File: src/rtl/uart_pkg.sv
// Shared UART definitions: FSM state encoding, frame constants and baud divider helpers.
// Used by uart_fifo_tx and the planned uart_rx.
package uart_pkg;

  localparam int DATA_BITS = 8;
  localparam int BIT_IDX_W = $clog2(DATA_BITS);

  localparam logic [2:0] ST_IDLE   = 3'd0;
  localparam logic [2:0] ST_START  = 3'd1;
  localparam logic [2:0] ST_DATA   = 3'd2;
  localparam logic [2:0] ST_PARITY = 3'd3;
  localparam logic [2:0] ST_STOP   = 3'd4;

  function automatic int calc_div(input int clk_freq, input int baud);
    return clk_freq / baud;
  endfunction

  // A divider of 1 still needs a 1-bit counter so the port widths stay legal.
  function automatic int calc_cnt_w(input int div);
    return (div < 2) ? 1 : $clog2(div);
  endfunction

endpackage

File: src/rtl/uart_baud_cnt.sv
// Free-running bit-period counter with a synchronous clear; bit_end flags the last clock of a bit.
// The counter wraps to zero on bit_end, so every bit is exactly DIV clocks.
module uart_baud_cnt
  import uart_pkg::*;
#(
  parameter int DIV = 10
) (
  input  logic clk,
  input  logic rst,
  input  logic clr,
  output logic bit_end
);

  localparam int CNT_W = calc_cnt_w(DIV);
  localparam logic [CNT_W-1:0] LAST = CNT_W'(DIV - 1);

  logic [CNT_W-1:0] cnt;

  assign bit_end = (cnt == LAST);

  always_ff @(posedge clk) begin
    if (rst || clr) begin
      cnt <= '0;
    end else if (bit_end) begin
      cnt <= '0;
    end else begin
      cnt <= cnt + CNT_W'(1);
    end
  end

endmodule

File: src/rtl/uart_fifo_tx.sv
// UART 8N1 transmitter draining a FIFO with an empty/pop/asynchronous-read interface.
// Define UART_TX_PARITY_EN to insert an even-parity bit between the data bits and the stop bit.
module uart_fifo_tx
  import uart_pkg::*;
#(
  parameter int CLK_FREQ = 100_000_000,
  parameter int BAUD     = 9600
) (
  input  logic       clk,
  input  logic       rst,
  input  logic       fifo_empty,
  input  logic [7:0] fifo_data,
  output logic       fifo_pop,
  output logic       tx,
  output logic       tx_busy,
  output logic       tx_done
);

  localparam int DIV = calc_div(CLK_FREQ, BAUD);

  if (DIV < 2) begin : g_div_check
    $error("uart_fifo_tx: CLK_FREQ/BAUD must be at least 2");
  end

  logic [2:0]           state;
  logic [DATA_BITS-1:0] shift;
  logic [BIT_IDX_W-1:0] bit_idx;
  logic                 tx_r;
  logic                 bit_end;
  logic                 baud_clr;
`ifdef UART_TX_PARITY_EN
  logic                 parity;
`endif

  // Holding the counter at zero in IDLE makes every frame start on a fresh bit period.
  assign baud_clr = (state == ST_IDLE);
  assign fifo_pop = (state == ST_IDLE) && !fifo_empty && !rst;
  assign tx_busy  = (state != ST_IDLE);
  assign tx_done  = (state == ST_STOP) && bit_end;
  assign tx       = tx_r;

  uart_baud_cnt #(
    .DIV(DIV)
  ) u_baud_cnt (
    .clk    (clk),
    .rst    (rst),
    .clr    (baud_clr),
    .bit_end(bit_end)
  );

  // tx_r is loaded with the level of the state being entered, so the line changes on the entry edge.
  always_ff @(posedge clk) begin
    if (rst) begin
      state   <= ST_IDLE;
      tx_r    <= 1'b1;
      shift   <= '0;
      bit_idx <= '0;
`ifdef UART_TX_PARITY_EN
      parity  <= 1'b0;
`endif
    end else begin
      case (state)
        ST_IDLE: begin
          tx_r <= 1'b1;
          if (!fifo_empty) begin
            shift  <= fifo_data;
`ifdef UART_TX_PARITY_EN
            parity <= ^fifo_data;
`endif
            state  <= ST_START;
            tx_r   <= 1'b0;
          end
        end
        ST_START: begin
          if (bit_end) begin
            state   <= ST_DATA;
            bit_idx <= '0;
            tx_r    <= shift[0];
          end
        end
        ST_DATA: begin
          if (bit_end) begin
            if (bit_idx == BIT_IDX_W'(DATA_BITS - 1)) begin
`ifdef UART_TX_PARITY_EN
              state <= ST_PARITY;
              tx_r  <= parity;
`else
              state <= ST_STOP;
              tx_r  <= 1'b1;
`endif
            end else begin
              shift   <= shift >> 1;
              tx_r    <= shift[1];
              bit_idx <= bit_idx + BIT_IDX_W'(1);
            end
          end
        end
`ifdef UART_TX_PARITY_EN
        ST_PARITY: begin
          if (bit_end) begin
            state <= ST_STOP;
            tx_r  <= 1'b1;
          end
        end
`endif
        ST_STOP: begin
          if (bit_end) begin
            state <= ST_IDLE;
            tx_r  <= 1'b1;
          end
        end
        default: begin
          state <= ST_IDLE;
          tx_r  <= 1'b1;
        end
      endcase
    end
  end

endmodule

File: config.mk
export PLATFORM = sky130hd
export DESIGN_NAME = uart_fifo_tx
export DESIGN_NICKNAME = d
export VERILOG_FILES = /design/src/rtl/uart_pkg.sv /design/src/rtl/uart_baud_cnt.sv /design/src/rtl/uart_fifo_tx.sv
export SDC_FILE = /design/constraint.sdc
export NUM_CORES = 1
export LEC_CHECK = 0
export BUFFER_PORTS_ARGS = -buffer_cell sky130_fd_sc_hd__buf_4
export CAP_MARGIN = 40
export CORE_MARGIN = 2
export CORE_UTILIZATION = 28
export DETAILED_ROUTE_END_ITERATION = 7
export HOLD_SLACK_MARGIN = 0.02
export PLACE_DENSITY = 0.55
export SLEW_MARGIN = 20
export SYNTH_ARGS = -nofsm -noshare
export SYNTH_HDL_FRONTEND = slang
export SYNTH_SLANG_ARGS = --single-unit
File: constraint.sdc
create_clock -name clk -period 3.5 [get_ports clk]
set_input_delay 0.525 -clock clk [delete_from_list [all_inputs] [get_ports clk]]
set_output_delay 0.525 -clock clk [all_outputs]
set_load 0.02 [all_outputs]
* Word level (Yosys, flattened, before mapping) *
Cells that the tools add are included.

storage, ports and cells
  register bits = 29
  bits of input ports = 11
  output and inout port bits = 4
  word-level logic and storage cells = 52

operators by class
  muxes and demuxes = 19
  equal/unequal tests = 11
  reduce and logical (&&, ||, !) cells = 15
  add/sub/neg operators = 2

operators by type and width
  operator                                                          count
  8-bit 2-to-1 mux                                                  3
  3-bit 2-to-1 mux                                                  7
  8-bit case mux with 2 select lines                                1
  14-bit by 1-bit adder with 14-bit output (second input constant)  1
  14-bit == test (second input constant)                            1
  2-bit inequality test (second input constant)                     6
  3-bit case mux with 4 select lines                                1
  4-bit AND reduction                                               2
  3-bit == test (second input constant)                             2
  3-bit case mux with 2 select lines                                1
  1-bit 2-to-1 mux                                                  5
  5-bit AND reduction                                               1
  1-bit case mux with 4 select lines                                1
  2-bit nonzero test                                                2
  3-bit by 1-bit adder with 3-bit output (second input constant)    1
  3-bit by 1-bit == test with 1-bit output (second input constant)  1
  3-bit by 2-bit == test with 1-bit output (second input constant)  1
  1-bit logical AND                                                 3
  3-bit logical NOT                                                 1
  3-bit AND reduction                                               1
  3-bit nonzero test                                                1
  1-bit logical NOT                                                 2
  2-bit OR reduction                                                1
  1-bit logical OR                                                  1

* Longest topological paths before layout *
Gate-level depths: netlist of run 1.

  word-level depth = 4
  depth in mapped cells = 7
  mapped depth without buffers = 6

* Hierarchy *
Synthesis of run 1 repeated with hierarchy kept, for this count alone.

second synthesis, totals
  cell total of the unflattened synthesis = 164
  area total of the unflattened synthesis = 1497.7 um2

by module, submodules not included
  module         times used  cells an instance  sequential area each (um2)  area each (um2)
  uart_fifo_tx   1           94                 300.3                       878.3
  uart_baud_cnt  1           70                 280.3                       619.3

* Worst setup path before layout of run 1 *
No wires, ideal clock.

  path type = register to output
  start point = reg u_baud_cnt.cnt[0]
  end point = out tx_done
  buffers on the path = 2
  data required time = 2975 ps
  slack = 1468 ps
  data arrival time = 1507 ps
  stages on the path, launching flop included = 7
  cells stage by stage = dfxtp_1 -> ha_1 -> and4_4 -> nand4_1 -> buf_6 -> buf_2 -> nor2_1

on the way
  word-level cells in the longest chain between the ends = 2

RTL lines
  what                    line                 source
  start, declared         uart_baud_cnt.sv:17  logic [CNT_W-1:0] cnt;
  start signal, assigned  uart_baud_cnt.sv:27  cnt <= cnt + CNT_W'(1);
  14-bit == test          uart_baud_cnt.sv:19  assign bit_end = (cnt == LAST);
  1-bit logical AND       uart_fifo_tx.sv:39   assign tx_done = (state == ST_STOP) && bit_end;
  end, declared           uart_fifo_tx.sv:16   output logic tx_done

No other way between the ends.

* Worst setup path in the final report of run 1 *
Ends and elaborated chain as after synthesis.

==> results of run 1 <==
## placed cells by master, fill, tap and decap left out, drive strengths merged, types with 3 or more instances in the layout
master	n
o21ai	5
inv	3
or3	4
xor2	8
nand3	20
and4	3
and2b	6
clkbuf	6
mux2i	9
nor2	15
dfxtp	29
buf	15
nand4	5
a31oi	9
a21oi	7
ha	3
nand2	8
## sequential cells by signal (all words and copies together), names as in the netlist
name / flops
u_baud_cnt.cnt: 14
tx: 1
shift: 8
bit_idx: 3
state: 3
## worst max-delay path by stage
stage,from,endpoint,slack [ns],depth (start not counted)
after floorplan,u_baud_cnt.cnt[0],tx_done,1.47,6
after detailed placement,u_baud_cnt.cnt[0],tx_done,1.57,6
after CTS,u_baud_cnt.cnt[0],tx_done,1.26,6
after global placement,u_baud_cnt.cnt[0],tx_done,1.62,6
after global routing,u_baud_cnt.cnt[0],tx_done,1.14,6
final,u_baud_cnt.cnt[0],tx_done,1.26,6
## worst max-delay path, stage by stage (launching register included)
cell and delay [ns]:
dfxtp_1 0.37, ha_1 0.21, and4_4 0.25, nand4_1 0.09, buf_4 0.22, nor2_1 0.13, buf_4 0.15
## cell families after synthesis
logic type / after synthesis / share of synthesized area [%]
simple gates: 80 / 31.9
compound gates: 29 / 11.2
flops: 29 / 36.4
buf+inv: 14 / 6.98
xor+xnor: 10 / 5.49
mux: 9 / 5.65
fa+ha+maj: 3 / 2.35
## power groups by stage
stage                     sequential (mW)  combinational (mW)  clock (mW)
final                               0.348              0.0508       0.267
after global routing                0.349              0.0570       0.286
after CTS                           0.348              0.0514       0.273
after detailed placement            0.355              0.0513           0
after global placement              0.355              0.0509           0
after floorplan                     0.352              0.0375           0
## metrics by stage
stage	hold WS, ns	instance area [um2]	util, %	power (mW)	setup slack, ns
floorplan	0.426	1600	-	0.390	1.47
global placement	0.446	1700	30.8	0.406	1.62
detailed placement	0.456	1700	30.8	0.406	1.57
CTS	0.470	1780	32.3	0.672	1.26
global route	0.497	1780	32.3	0.691	1.14
finish	0.471	1780	32.3	0.665	1.26
## area by class of cell
class                      instances  area, um2
sequential                        29        581
timing repair buffer              15        113
fill                             592       3730
clock inverter                     2       10.0
clock buffer                       6       72.6
multi-input combinational        131        903
tap                               72       90.1
inverter                           3       11.3
## layer usage
metal	vias to the layer above	GRT usage, %	wire length [um]
met4	0	4.66	57
met2	18	17.4	1380
met1	600	14.0	1520
met5	-	0	0
met3	7	4.52	165
li1	652	-	-
==> summary.txt, run 1 <==
Logic synthesis
  – Mapped Avg Cell Area: 9.17 um2
  – Async S/R FF share, synth: 0%
  – Register area share after synthesis: 36.4%
  – Synthesized area: 0.00160 mm2
  – Top cells by area, synth: dfxtp_1 36%, nand3_1 6.0%, mux2i_1 5.6%, xor2_1 4.4%, a31oi_1 3.5%
  – Unique masters post-synth: 43
  – Share of the synthesized area in the top cell type: 36.4%
  – Most common cell in the netlist: dfxtp_1
  – Post-synth top cells: 29 x dfxtp_1, 19 x nand3_1, 15 x nor2_1
  – Synth Register Bits: 29
  – Syn_nets: 188
  – Synth Warn #: 0
  – Synth area leader: dfxtp_1
  – Post-synth EDFFs: 0
  – Main synth FF type: dfxtp_1
  – Synth Instances: 174

Final layout
  – Share of layout cells above drive strength 1: 16.7%
  – Number of diodes: 0
  – Area delta synth->final: 11.6%
  – Post-Layout Cell Count: 258
  – Number of nets in the layout: 199

Power and ir drop
  – Flop pwr share: 52.3%
  – Clock Power Share: 40.1%
  – Net Sw Frac: 24.5%
  – Leak: 0.607 nW
  – Sw Pwr: 163 uW
  – Worst VDD drop: 0.000135 V
  – Power Dens Cells: 374 mW/mm2
  – Combinational Power Share: 7.6%
  – Int Pwr: 502 uW

Floorplan
  – Die width: 79.5 um
  – Row cnt: 27
  – Die area: 0.00632 mm2
  – IO Count: 15
  – Die H: 79.5 um
  – Initial core utilization: 29.0%
  – Core area: 0.00551 mm2

Min path
  – WHS Path Cells: 1
  – Hold endpoint: u_baud_cnt.cnt[0]
  – Kind of path behind the tightest hold check: reg -> reg
  – Hold path startpoint: u_baud_cnt.cnt[0]

GRT
  – Grt total ovfl: 0
  – First-pass GRT wire length: 5640 um
  – Vias in the first global route: 1252
  – Pin count of the biggest net entering global routing: 21
  – Gr usage total: 11.3%
  – Number of antenna violations at the first check in global routing: 0

CTS
  – Setup Buffers After CTS: 0
  – CTS Root Cell: clkbuf_8
  – CTS tree: done
  – PostCTS Resize Cnt: 0
  – Worst skew pair latency: 0.29 ns
  – Htree depth: 2
  – Total clock sinks: 29
  – CTS Hold Buffers Added: 0
  – Reg clk slew, reported paths: 0.07 ns
  – Maximum clock path buffer count: 2
  – CTS buffer count: 5

Drt
  – Routed Antenna Nets: 0
  – Initial DRT Pass Iterations: 4
  – DR iter-0 viols: 48
  – Vias/cell: 4.95
  – Via count: 1277
  – Total Wirelength: 3130 um
  – Wire per inst: 12.1 um
  – DRC viols: 0

Timing
  – Final slew viol count: 0
  – RSZ-0062 raised after global routing: no
  – Setup tns final: 0 ns
  – Slew headroom: 52.9%
  – Part of the cycle the worst path needs: 64.1%
  – Clk_skew: 0.0104 ns
  – Highest Clock Rate: 0.446 GHz
  – Final setup fails: 0
  – Fin crit period: 2.24 ns
  – Final Hold Vio Count: 0
  – Slew @ Worst Pin: 0.701 ns

Critical path
  – Worst Path Required: 2.97 ns
  – R2R Path End: bit_idx[0]
  – Reg2reg path depth: 6
  – Critical Path Start Type: flop
  – Worst-path maximum fanout: 20
  – CP Capture Type: output port
  – Reg-to-Reg Start: u_baud_cnt.cnt[0]
  – Worst reg-to-reg setup slack: 1.65 ns
  – Crit Path Category: reg -> out
  – Worst EP arrival: 1.72 ns

Job
  – Max cap viols: 0

Placed design
  – Detail Placement HPWL: 2050 um
  – Buffers added on ports: 14
  – Placer Congestion: 0.710
  – Cells after DPL: 250

Run status
  – Status: completed
Power figures use the tool's default switching activity.
==> run 2: changes to the inputs <==
==> constraint.sdc (replaced) <==
create_clock -name clk -period 2.2 [get_ports clk]
set_input_delay 0.33 -clock clk [delete_from_list [all_inputs] [get_ports clk]]
set_output_delay 0.33 -clock clk [all_outputs]
set_load 0.02 [all_outputs]
==> summary.txt, run 2 (synthesized netlist as in run 1, its figures left out) <==
Timing
  – Slew @ Worst Pin: 0.539 ns
  – Setup ws final: 0.166 ns
  – Slew headroom: 64.0%
  – Final Hold Vio Count: 0
  – Fin crit period: 2.03 ns
  – Final slew viol count: 0
  – Final setup fails: 0
  – Highest Clock Rate: 0.492 GHz
  – Clk_skew: 0.00749 ns
  – Part of the cycle the worst path needs: 92.5%

Job
  – Max cap viols: 0

Floorplan
  – Initial core utilization: 29.0%
  – Die width: 79.5 um
  – Die area: 0.00632 mm2
  – IO Count: 15
  – Core area: 0.00551 mm2
  – Die H: 79.5 um
  – Row cnt: 27

CTS
  – CTS buffer count: 5
  – CTS tree: done
  – Worst skew pair latency: 0.28 ns
  – Reg clk slew, reported paths: 0.06 ns
  – Maximum clock path buffer count: 2
  – Total clock sinks: 29
  – Htree depth: 2
  – CTS Root Cell: clkbuf_8

Run status
  – Status: completed

Drt
  – Routed Antenna Nets: 0
  – Vias/cell: 4.96
  – Wire per inst: 12.3 um
  – DR iter-0 viols: 60
  – DRC viols: 0
  – Via count: 1299
  – Total Wirelength: 3220 um
  – Initial DRT Pass Iterations: 4

Min path
  – Kind of path behind the tightest hold check: in -> reg

Placed design
  – Cells after DPL: 254
  – Detail Placement HPWL: 2190 um
  – DP Area: 0.00173 mm2
  – Placer Congestion: 0.729
  – DP Worst Slack: 0.362 ns
  – Buffers added on ports: 14

GRT
  – First-pass GRT wire length: 5540 um
  – Vias in the first global route: 1210
  – Grt total ovfl: 0
  – Pin count of the biggest net entering global routing: 18
  – Number of antenna violations at the first check in global routing: 0
  – Gr usage total: 11.1%

Power and ir drop
  – Leak: 0.633 nW
  – Worst VDD drop: 0.000218 V
  – Power Dens Cells: 589 mW/mm2

Critical path
  – Crit Path Category: reg -> out
  – Critical Path Start Type: flop
  – Worst Path Required: 1.87 ns
  – Worst-path maximum fanout: 16
  – Critical path's top delay family: simple AND/OR/NAND/NOR gates
  – CP Capture Type: output port
  – Worst EP arrival: 1.70 ns
  – Worst Path Buf+Inv: 2
  – Worst path cell trace: ha_1 -> and4_4 -> nand4_1 -> buf_6 -> nor2_1 -> buf_4
  – Worst reg-to-reg setup slack: 0.31 ns
  – Slowest cell on the critical path: dfxtp_1
  – Crit-path max cell delay: 0.37 ns

Final layout
  – Final Cell Area: 0.00183 mm2
  – Max reg flops: 14
  – Largest reg by FF count: u_baud_cnt.cnt
  – Largest regs: u_baud_cnt.cnt: 14 flops, shift: 8 flops
  – Number of diodes: 0
  – Post-Layout Cell Count: 262
  – Number of nets in the layout: 204
  – Most common cell after layout, fill and taps aside: dfxtp_1
  – Most frequent cells in the layout: 29 x dfxtp_1, 19 x nand3_1, 19 x buf_4
  – Share of layout cells above drive strength 1: 18.4%
  – Final Core Density: 33.2%
  – Area delta synth->final: 14.4%
-- run 2: changes by cell type in the layout (fill, tap and decap cells not counted), sizes merged --
| cell | before | now |
|---|---|---|
| buf | 15 | 20 |
| clkbuf | 6 | 7 |
| clkinv | 2 | 0 |
-- run 2: layer usage --
metal  vias to the layer above  part of all wire (%)  GRT usage (%)
met1                       606                    49           13.9
met5                         -                     0              0
met2                        23                    46           17.5
li1                        664                     -              -
met3                         6                   4.4           4.07
met4                         0                  0.84           4.14
-- run 2: metrics by stage --
| stage | setup TNS, ns | total power, mW | hold slack, ns |
|---|---|---|---|
| 2_1_floorplan | 0 | 0.620 | 0.426 |
| 3_3_place_gp | 0 | 0.647 | 0.443 |
| 3_5_place_dp | 0 | 0.648 | 0.447 |
| 4_1_cts | 0 | 1.09 | 0.363 |
| 5_1_grt | -0.0139 | 1.13 | 0.369 |
| 6_report | 0 | 1.07 | 0.366 |
-- run 2: final timing paths --
path	from	end	cells after the start
worst max register to register	u_baud_cnt.cnt[0]	bit_idx[0]	6
worst min register to register	u_baud_cnt.cnt[0]	u_baud_cnt.cnt[0]	1
worst min-delay path	rst	shift[7]	2
worst max-delay path	u_baud_cnt.cnt[0]	tx_done	6
-- run 2: repair_timing --
item,in CTS,in global routing
gates resized for setup,0,1
hold buffers,0,0
setup buffers,0,1
setup endpoints to repair,0,1
hold endpoints to repair,0,0
-- run 2: cell type report --
type | count | area (um2)
Clock buffer | 7 | 86.3
Fill cell | 609 | 3680
Inverter | 3 | 11.3
Multi-Input combinational cell | 131 | 903
Sequential cell | 29 | 581
Tap cell | 72 | 90.1
Timing Repair Buffer | 20 | 154
-- run 2: report_power, final --
group	switching, mW	internal, mW
registers	0.0143	0.539
logic	0.0395	0.0431
clock network	0.191	0.248
